**config.mk**
```make
export PLATFORM = sky130hd
export DESIGN_NAME = mems_dac_spi_slave
export DESIGN_NICKNAME = d
export VERILOG_FILES = /design/src/rtl/mems_dac_spi_slave.sv
export SDC_FILE = /design/constraint.sdc
export NUM_CORES = 1
export LEC_CHECK = 0
export BUFFER_PORTS_ARGS = -buffer_cell sky130_fd_sc_hd__buf_2
export CAP_MARGIN = 10
export CORE_ASPECT_RATIO = 0.8
export CORE_MARGIN = 4
export CORE_UTILIZATION = 45
export CTS_CLUSTER_SIZE = 24
export DETAILED_ROUTE_END_ITERATION = 8
export PLACE_DENSITY = 0.66
export SYNTH_ARGS = -nofsm -noshare
export SYNTH_HDL_FRONTEND = slang
export SYNTH_SLANG_ARGS = --single-unit
```
**constraint.sdc**
```tcl
create_clock -name clk -period 2.17 [get_ports clk]
set_input_delay 0.1085 -clock clk [delete_from_list [all_inputs] [get_ports clk]]
set_output_delay 0.1085 -clock clk [all_outputs]
set_load 0.02 [all_outputs]
```
**src/rtl/mems_dac_spi_slave.sv**
```systemverilog
// mems_dac_spi_slave: receive side of the 24-bit MEMS driver SPI link.
// Oversamples sck/mosi/cs_n on clk and deframes each chip-select window.
// Each good frame is decoded as an AD5664-style DAC command that updates
// four 16-bit input/output channel register pairs.
module mems_dac_spi_slave #(
   parameter int WORD_BITS   = 24,
   parameter int SYNC_STAGES = 2
) (
   input  logic                 clk,
   input  logic                 rst_n,
   input  logic                 sck,
   input  logic                 mosi,
   input  logic                 cs_n,
   output logic [WORD_BITS-1:0] data_out,
   output logic                 new_data,
   output logic                 frame_error,
   output logic                 busy,
   output logic [2:0]           cmd,
   output logic [2:0]           addr,
   output logic [15:0]          ch0,
   output logic [15:0]          ch1,
   output logic [15:0]          ch2,
   output logic [15:0]          ch3
);

   localparam logic [1:0] S_IDLE  = 2'd0;
   localparam logic [1:0] S_SHIFT = 2'd1;
   localparam logic [1:0] S_CLOSE = 2'd2;

   logic [SYNC_STAGES-1:0] sck_sq, mosi_sq, cs_sq;
   logic [SYNC_STAGES:0]   fill_q;
   logic                   sck_d1_q, cs_d1_q;
   logic                   sck_s, mosi_s, cs_s, sync_ok;
   logic                   sck_fall, cs_fall, cs_rise;

   logic [1:0]             state_q, state_d;
   logic [4:0]             cnt_q, cnt_d;
   logic [WORD_BITS-1:0]   sr_q, sr_d;

   logic [WORD_BITS-1:0]   data_out_q;
   logic                   new_data_q, frame_error_q;
   logic [2:0]             cmd_q, addr_q;
   logic [3:0][15:0]       in_q, ch_q;

   logic                   frame_ok;
   logic [2:0]             f_cmd, f_addr;
   logic [15:0]            f_data;
   logic [3:0]             sel;

   assign sck_s  = sck_sq[SYNC_STAGES-1];
   assign mosi_s = mosi_sq[SYNC_STAGES-1];
   assign cs_s   = cs_sq[SYNC_STAGES-1];
   // Chain contents are only trusted once real pin samples have reached
   // the delayed copy; this keeps a cs_n held low through reset release
   // from looking like a fresh falling edge.
   assign sync_ok  = fill_q[SYNC_STAGES];
   assign sck_fall = sck_d1_q & ~sck_s;
   assign cs_fall  = sync_ok & cs_d1_q & ~cs_s;
   assign cs_rise  = ~cs_d1_q & cs_s;

   // Input synchronizers, delayed copies for edge detection, fill tracker
   always_ff @(posedge clk or negedge rst_n) begin
      if (!rst_n) begin
         sck_sq   <= '0;
         mosi_sq  <= '0;
         cs_sq    <= '1;
         fill_q   <= '0;
         sck_d1_q <= 1'b0;
         cs_d1_q  <= 1'b1;
      end else begin
         sck_sq   <= {sck_sq[SYNC_STAGES-2:0], sck};
         mosi_sq  <= {mosi_sq[SYNC_STAGES-2:0], mosi};
         cs_sq    <= {cs_sq[SYNC_STAGES-2:0], cs_n};
         fill_q   <= {fill_q[SYNC_STAGES-1:0], 1'b1};
         sck_d1_q <= sck_s;
         cs_d1_q  <= cs_s;
      end
   end

   // Framing FSM next state; a cs_n rise wins over a coincident sck fall
   always_comb begin
      state_d = state_q;
      cnt_d   = cnt_q;
      sr_d    = sr_q;
      case (state_q)
         S_IDLE: begin
            cnt_d = '0;
            sr_d  = '0;
            if (cs_fall) state_d = S_SHIFT;
         end
         S_SHIFT: begin
            if (cs_rise) begin
               state_d = S_CLOSE;
            end else if (sck_fall) begin
               sr_d = {sr_q[WORD_BITS-2:0], mosi_s};
               if (cnt_q != 5'd31) cnt_d = cnt_q + 5'd1;
            end
         end
         S_CLOSE: state_d = S_IDLE;
         default: state_d = S_IDLE;
      endcase
   end

   // Framing FSM state registers
   always_ff @(posedge clk or negedge rst_n) begin
      if (!rst_n) begin
         state_q <= S_IDLE;
         cnt_q   <= '0;
         sr_q    <= '0;
      end else begin
         state_q <= state_d;
         cnt_q   <= cnt_d;
         sr_q    <= sr_d;
      end
   end

   assign frame_ok = (state_q == S_CLOSE) && (cnt_q == 5'(WORD_BITS));
   assign f_cmd    = sr_q[21:19];
   assign f_addr   = sr_q[18:16];
   assign f_data   = sr_q[15:0];

   // Channel select: 0-3 one-hot, 7 broadcast, 4-6 nothing
   always_comb begin
      sel = '0;
      if (f_addr == 3'b111)  sel = 4'hF;
      else if (!f_addr[2])   sel[f_addr[1:0]] = 1'b1;
   end

   // Frame close: publish the word and execute the DAC command, or flag error
   always_ff @(posedge clk or negedge rst_n) begin
      if (!rst_n) begin
         data_out_q    <= '0;
         new_data_q    <= 1'b0;
         frame_error_q <= 1'b0;
         cmd_q         <= '0;
         addr_q        <= '0;
         in_q          <= '0;
         ch_q          <= '0;
      end else begin
         new_data_q    <= 1'b0;
         frame_error_q <= 1'b0;
         if (state_q == S_CLOSE) begin
            if (frame_ok) begin
               data_out_q <= sr_q;
               new_data_q <= 1'b1;
               cmd_q      <= f_cmd;
               addr_q     <= f_addr;
               for (int i = 0; i < 4; i++) begin
                  case (f_cmd)
                     3'b000: if (sel[i]) in_q[i] <= f_data;
                     3'b001: if (sel[i]) ch_q[i] <= in_q[i];
                     3'b010: if (sel != 4'h0) begin
                        in_q[i] <= sel[i] ? f_data : in_q[i];
                        ch_q[i] <= sel[i] ? f_data : in_q[i];
                     end
                     3'b011: if (sel[i]) begin
                        in_q[i] <= f_data;
                        ch_q[i] <= f_data;
                     end
                     default: ;
                  endcase
               end
            end else begin
               frame_error_q <= 1'b1;
            end
         end
      end
   end

   assign data_out    = data_out_q;
   assign new_data    = new_data_q;
   assign frame_error = frame_error_q;
   assign busy        = ~cs_s;
   assign cmd         = cmd_q;
   assign addr        = addr_q;
   assign ch0         = ch_q[0];
   assign ch1         = ch_q[1];
   assign ch2         = ch_q[2];
   assign ch3         = ch_q[3];

endmodule

```
* Word-level counts from Yosys, hierarchy flattened *
Cells that the tools add are included.

cells by class
  add/subtract/negate cells = 1
  order comparisons = 2
  equality and inequality tests = 22
  muxes and demuxes = 42
  bitwise logic cells = 7
  reductions and logical operators = 18

operator list
  kind                                                 number
  2-to-1 mux 16 bit                                    16
  one-hot mux 16 bit (3 select lines)                  4
  one-hot mux 16 bit (2 select lines)                  4
  2-to-1 mux 24 bit                                    2
  one-hot mux 24 bit (2 select lines)                  1
  != test 2 bit, second input constant                 14
  AND reduction 6 bit                                  4
  2-to-1 mux 5 bit                                     3
  one-hot mux 5 bit (2 select lines)                   1
  2-to-1 mux 4 bit                                     2
  AND reduction 4 bit                                  2
  equality test 3 x 2 -> 1 bit, second input constant  2
  adder 5 x 1 -> 5 bit, second input constant          1
  equality test 5 bit, second input constant           1
  2-to-1 mux 1 bit                                     5
  != test 5 bit, second input constant                 1
  bitwise AND 1 bit                                    4
  2-to-1 mux 2 bit                                     2
  one-hot mux 2 bit (2 select lines)                   1
  AND reduction 2 bit                                  2
  nonzero test 2 bit                                   2
  nonzero test 4 bit                                   1
  equality test 3 x 1 -> 1 bit, second input constant  1
  equality test 3 bit, second input constant           1
  other kinds (12)                                     15

word-level totals
  register bits = 202
  input port bits = 5
  output and inout bits = 97
  word-level logic and storage cells = 114

* Longest topological paths before layout *
Gate-level depths: netlist of the first run.

  depth after elaboration = 9
  depth in mapped cells = 8
  mapped depth without buffers = 7

* Least setup slack after synthesis of the first run *
Ideal clock, no wire load.

  kind = register to register
  from = register cnt_q[0]
  to = register ch_q (netlist bit ch0[10])
  library setup time = 0.125 ns
  data arrival time = 2.075 ns
  required time = 2.045 ns
  slack = -0.030 ns
  cell stages (with the launch flop) = 9
  buffers on the path = 2
  clock period less this slack = 2.200 ns
  cell sequence = dfrtp_1 > inv_1 > ha_1 > and4b_1 > nand2b_4 > buf_6 > a2111oi_4 > buf_6 > mux2_4

between the ends
  longest elaborated chain between the ends = 3

ends and longest elaborated chain
  item                             line  source
  from (decl)                      37    logic [4:0] cnt_q, cnt_d;
  from (signal assigned)           112   cnt_q <= cnt_d;
  equality test 5 bit              117   assign frame_ok = (state_q == S_CLOSE) && (cnt_q == 5'(WORD_BITS));
  logical AND 1 bit                117
  AND reduction 6 bit (no line)    --
  to (signal, indexed assignment)  151   3'b001: if (sel[i]) ch_q[i] <= in_q[i];
  to (signal, indexed assignment)  154   ch_q[i] <= sel[i] ? f_data : in_q[i];
  to (signal, indexed assignment)  158   ch_q[i] <= f_data;
  to (decl)                        43    logic [3:0][15:0] in_q, ch_q;

Every way passes these cells.
A chain may end at the register's enable or synchronous reset.

* Worst setup path after layout of the first run *
  from = register sr_q[16]
  to = register ch_q (netlist bit ch0[0])

between the ends
  longest elaborated chain between the ends = 9
  elaborated cells on any way between the ends = 16
  those cells by class = order compare: 2; eq/ne: 4; mux: 7; reduce/logical: 3

ends and longest elaborated chain
  item                                                                                                             line  source
  from (decl)                                                                                                      38    logic [WORD_BITS-1:0] sr_q, sr_d;
  from (signal assigned)                                                                                           113   sr_q <= sr_d;
  < comparator 2 x 3 -> 1 bit (implied by the code) or greater-or-equal comparator 2 x 1 -> 1 bit (tied branches)  126   else if (!f_addr[2]) sel[f_addr[1:0]] = 1'b1;
  logical AND 1 bit (implied by the code)                                                                          126
  2-to-1 mux 1 bit (implied by the code)                                                                           126
  demux 1 bit (select 2 bit)                                                                                       126
  2-to-1 mux 4 bit                                                                                                 126
  2-to-1 mux 4 bit (*)                                                                                             125   if (f_addr == 3'b111) sel = 4'hF;
  nonzero test 4 bit or 2-to-1 mux 16 bit (tied branches)                                                          --
  != test 2 bit (no line) or 2-to-1 mux 16 bit (tied branches)                                                     --
  AND reduction 6 bit (no line) or one-hot mux 16 bit (3 select lines) (tied branches)                             --

Every way passes the cells marked *; elsewhere a longest branch is shown, timed or not. The select of a mux whose other input is x is not followed.

==> flow_summary.toml, run 1 <==
[power]
leakage_uw = 0.00564
ir_drop_mv = 0.462
power_uw = 6950
power_density_mw_per_mm2 = 637

[clocking]
cts_tree = "yes"
htree_levels = 4
cts_setup_buffers = 0
clk_pin_slew_ps = 70
max-clock-path-buffers = 2
clk_latency_ps = 440
clock_sinks = 196
cts_buffers = 17
root_buffer = "clkbuf_16"

[placed_design]
place_ws_ps = 92.0
port-buffer-count = 101
hpwl_um = 13900
routabilityCongestion = 0.827

[final_layout]
seqCellArea_mm2 = 0.00491
postLayoutCoreUtil_pct = 54.2
area_growth_pct = 16.3
layout_common_cells = "dfrtp_1 (192), mux2_2 (166), buf_2 (100)"
multi_input_area_mm2 = 0.00395
drive_gt1_share_pct = 43.3
fillers = 1729
layout_commonest_cell = "dfrtp_1"
antenna_cells = 0
final_nets = 867

[run]
max-cap-violations = 0

[drt]
drc = 0
dr_total_vias = 6312
drtPass1Iterations = 6
ant_nets = 0
drtIter0Drc = 397
via_per_inst = 5.56
wl_per_cell_um = 18.7
wl_um = 21300

[global_route]
antenna_found_initial = 0
use_met2_pct = 28.1
use_met3_pct = 3.70
grt_overflow = 0
top_usage_layer = "met1"
grt_max_degree = 68
grt_pass1_vias = 6327
grt_use_total_pct = 19.0
use_met1_pct = 28.8
grt_first_pass_wirelength_um = 34900

[hold_path]
hold_class = "in -> async"

[worst_setup_path]
start_kind = "register"
startpoint = "sr_q[16]$_DFFE_PN0P_"
cp_cell_sequence = "buf_4 > a21bo_2 > a21oi_4 > a2111oi_4 > buf_12 > mux2_2"
cp.required_ps = 2490
cpPeakStageDelay_ps = 470
crit_type = "reg -> reg"
cp_max_fo = 16
critPathCaptureType = "register"
cp.arrival_ps = 2390
timing.rr.start = "sr_q[16]$_DFFE_PN0P_"
worst_path_max_delay_cell = "dfrtp_1"

[synthesis]
synth-edff-count = 0
ys_seq_elements = 196
ys_types = 44
syn-instance-count = 770
synth_area_per_cell_um2 = 12.2
ys.flop_type = "dfrtp_1"
syn_nets = 778
yosysWarnings = 0
synthArstFlopShare_pct = 100
yosysSeqAreaShare_pct = 52.3
synth_area_mm2 = 0.00939

[timing]
finalCritPeriodShare_pct = 95.2
fin_crit_ps = 2070
slew_violations = 0
setup_viol = 0
clock_skew_ps = 10.8
hold_viol = 0
setup_slack_ps = 104
tns_ps = 0
rsz0062_at_grt = "no"
worst_pin_slew_ps = 583
relSlewSlack_pct = 61.2
timing.fmax_mhz = 484

[floorplanning]
fp-row-count = 46
coreArea_mm2 = 0.0201
die_h_um = 137
die_w_um = 169
dieArea_mm2 = 0.0232
ioPinCount = 102
start_util_pct = 46.6

[status]
outcome = "complete, no violations"
==> report_power, final <==
group	leakage (µW)	total [µW]	switching [µW]	internal (µW)
combinational	0.00264	173	133	39.7
clock	0.000286	3100	1470	1620
sequential	0.00271	3680	11.6	3670
total	0.00564	6950	1620	5330
==> per-stage QoR <==
stage | hold WS (ps) | area, µm² | instances
floorplan | -187 | 9390 | 770
global placement | 152 | 10300 | 1100
detailed placement | 157 | 10300 | 1100
CTS | 253 | 10900 | 1136
global route | 263 | 10900 | 1136
finish | 232 | 10900 | 1136
==> flip-flops by register name, indices dropped and copies added (netlist names), 3 cells and up <==
| register | count |
|---|---|
| data_out | 24 |
| sr_q | 24 |
| ch3 | 16 |
| ch0 | 16 |
| ch2 | 16 |
| ch1 | 16 |
| in_q | 64 |
| cnt_q | 5 |
| fill_q | 3 |
==> area by class of cell <==
cell class	count	area share [%]
clock buffers	18	3.93
clock inverters	14	1.28
inverters	37	1.27
multi-input cells	457	36.2
flip-flops and latches	196	45.0
well taps	264	3.03
repair buffers	150	9.32
==> final timing paths <==
| path | cells after the start | slack [ps] | to |
|---|---|---|---|
| max | 6 | 100 | ch0[0]$_DFFE_PN0P_ |
| min | 2 | 230 | new_data$_DFF_PN0_ |
| max reg2reg | 6 | 100 | ch0[0]$_DFFE_PN0P_ |
| min reg2reg | 0 | 350 | fill_q[2]$_DFF_PN0_ |
| max in group asynchronous | 3 | 1170 | cs_sq[1]$_DFF_PN1_ |
| min in group clk | 2 | 310 | cs_sq[0]$_DFF_PN1_ |
==> cells in the mapped netlist (2+ instances only) <==
library cell,instances,area share [%]
and4b_1,18,1.9
a211o_1,32,3.0
ha_1,3,0.40
and3_1,4,0.27
a22o_1,2,0.19
inv_1,37,1.5
nand4b_1,2,0.19
nand3_1,56,3.0
xor2_1,2,0.19
dfstp_2,3,0.84
mux2_2,166,20
buf_4,11,0.88
nor2_1,8,0.32
nand4_2,2,0.27
mux2_4,10,1.6
a2111oi_4,5,1.5
a21oi_1,34,1.8
buf_1,3,0.12
mux2_1,8,0.96
dfrtp_1,193,51
buf_2,11,0.59
buf_6,5,0.60
nand2b_1,2,0.13
nor2b_1,2,0.13
o21ai_0,2,0.11
clkbuf_1,49,2.0
nand2_1,49,2.0
nand4_1,34,2.3
xnor2_4,2,0.59
==> critical path, delay by kind of cell, from the launching register on <==
kind / cells / cell delay (ps)
AOI/OAI and AO/OA: 3 / 680
muxes: 1 / 350
DFF: 1 / 470
buffers and inverters: 2 / 440
==> timing repair <==
action / CTS / global route
resized for setup: 0 / 1
hold buffers: 4 / 0
hold endpoints to repair: 66 / 0
endpoints found under the setup margin: 0 / 2
==> kinds of logic after synthesis <==
family	synth area share, %
DFF	52.3
and+or+nand+nor	11.2
buffers and inverters	5.68
xor gates and xnor gates	0.773
AOI/OAI and AO/OA	7.12
muxes	22.5
other	0.0400
adders and majority gates	0.400
==> routing by layer <==
layer / wire [µm] / vias up
li1: - / 2923
met1: 10600 / 3208
met2: 9300 / 160
met3: 1100 / 21
met4: 259 / 0
met5: 0 / -
Power figures use the tool's default switching activity.
==> run 2, diff against run 1 <==
--- a/config.mk
+++ b/config.mk
@@ -13,6 +13,7 @@
 export CTS_CLUSTER_SIZE = 24
 export DETAILED_ROUTE_END_ITERATION = 8
 export PLACE_DENSITY = 0.66
+export SETUP_SLACK_MARGIN = 0.5
 export SYNTH_ARGS = -nofsm -noshare
 export SYNTH_HDL_FRONTEND = slang
 export SYNTH_SLANG_ARGS = --single-unit
==> flow_summary.toml, run 2 (same netlist as run 1, synthesis figures left out) <==
[power]
leakage_uw = 0.00596
switching_share_pct = 24.5
power_density_mw_per_mm2 = 609
p_comb_share_pct = 2.9
p_int_uw = 5390
p_clk_share_pct = 45.6
p_sw_uw = 1750
power_frac_seq_pct = 51.5
ir_drop_mv = 0.357

[hold_path]
hold_class = "in -> async"

[worst_setup_path]
cp.required_ps = 2500
timing.rr.start = "sr_q[17]$_DFFE_PN0P_"
cp_cell_sequence = "buf_4 > xnor2_4 > nand2_2 > a2111oi_4 > buf_6 > buf_12 > mux2_2"
worst_path_max_delay_cell = "dfrtp_2"
cp.arrival_ps = 2330
startpoint = "sr_q[17]$_DFFE_PN0P_"
crit_type = "reg -> reg"
crit_family = "buffers and inverters"
cp.buffers_inverters = 3
critPathCaptureType = "register"
cp_max_fo = 8
start_kind = "register"
cpPeakStageDelay_ps = 490

[placed_design]
place_ws_ps = 113
placed_cells = 1108
port-buffer-count = 101
hpwl_um = 14500
routabilityCongestion = 0.802

[global_route]
grt_use_total_pct = 21.3
grt_overflow = 0
grt_first_pass_wirelength_um = 38500
antenna_found_initial = 1
grt_max_degree = 79
grt_pass1_vias = 6727

[drt]
drtPass1Iterations = 5
drc = 0
wl_per_cell_um = 20.2
wl_um = 23600
drtIter0Drc = 512
ant_nets = 0
dr_total_vias = 6553
via_per_inst = 5.60

[timing]
hold_viol = 0
worst_pin_slew_ps = 705
fin_crit_ps = 2000
clock_skew_ps = 9.61
timing.fmax_mhz = 499
tns_ps = 0
hold_ws_ps = 239
setup_viol = 0
finalCritPeriodShare_pct = 92.3
relSlewSlack_pct = 53.0
setup_slack_ps = 168
slew_violations = 0
rsz0062_at_grt = "yes"

[clocking]
max-clock-path-buffers = 2
cts_tree = "yes"
root_buffer = "clkbuf_16"
clk_pin_slew_ps = 80
htree_levels = 4
clock_sinks = 196
clk_latency_ps = 440
cts_buffers = 17

[final_layout]
final_cells = 1171
drive_gt1_share_pct = 48.3
largest_register_ffs = 64
layout_common_cells = "dfrtp_1 (188), mux2_2 (136), buf_2 (100)"
final_nets = 902
postLayoutCoreUtil_pct = 58.2
layout_commonest_cell = "dfrtp_1"
antenna_cells = 0
area_growth_pct = 24.9
regMostFlops = "in_q"

[floorplanning]
start_util_pct = 46.6
coreArea_mm2 = 0.0201
fp-row-count = 46
ioPinCount = 102
die_w_um = 169
dieArea_mm2 = 0.0232
die_h_um = 137

[status]
outcome = "complete, no violations"

[run]
max-cap-violations = 0
[run 2: area by class of cell]
cell class,count,area (µm²)
Sequential cell,196,4910
Clock buffer,17,425
Multi-Input combinational cell,457,4210
Timing Repair Buffer,185,1520
Inverter,37,139
Fill cell,1629,8420
Clock inverter,15,181
Tap cell,264,330
[run 2: metrics by stage]
stage / power [µW] / area, µm²
2_1_floorplan: 3810 / 9550
3_3_place_gp: 3930 / 10500
3_5_place_dp: 3930 / 10500
4_1_cts: 7190 / 11600
5_1_grt: 7380 / 11700
6_report: 7140 / 11700
[run 2: metal layers]
metal  GRT usage, %  part of all wire, %  routed length, µm  vias up
met2           31.5                   44              10400      225
met3           5.11                  6.7               1590       36
li1               -                    -                  -     2997
met5              0                0.055                 13        -
met1           31.2                   48              11200     3293
met4           6.35                  1.6                388        2
[run 2: power groups by stage]
stage	clock network, µW	logic (µW)	registers, µW
2_1_floorplan	0	58.3	3750
3_3_place_gp	0	175	3750
3_5_place_dp	0	178	3750
4_1_cts	3310	202	3680
5_1_grt	3470	231	3680
6_report	3250	205	3680
[run 2: path summary, 6_finish.rpt]
kind / endpoint / slack (ps) / cells past startpoint
setup reg to reg: ch1[4]$_DFFE_PN0P_ / 170 / 7
hold / removal: new_data$_DFF_PN0_ / 240 / 2
setup / recovery: ch1[4]$_DFFE_PN0P_ / 170 / 7
hold reg to reg: mosi_sq[1]$_DFF_PN0_ / 350 / 0
max in group asynchronous: sr_q[17]$_DFFE_PN0P_ / 1190 / 3
min in group clk: cs_sq[0]$_DFF_PN1_ / 300 / 2
[run 2: timing repair]
item	CTS	global route
resized for setup	43	17
cloned	9	1
setup endpoints to repair	172	181
hold endpoints to repair	70	0
pin swaps	6	3
buffers inserted	15	2
hold buffers	4	0
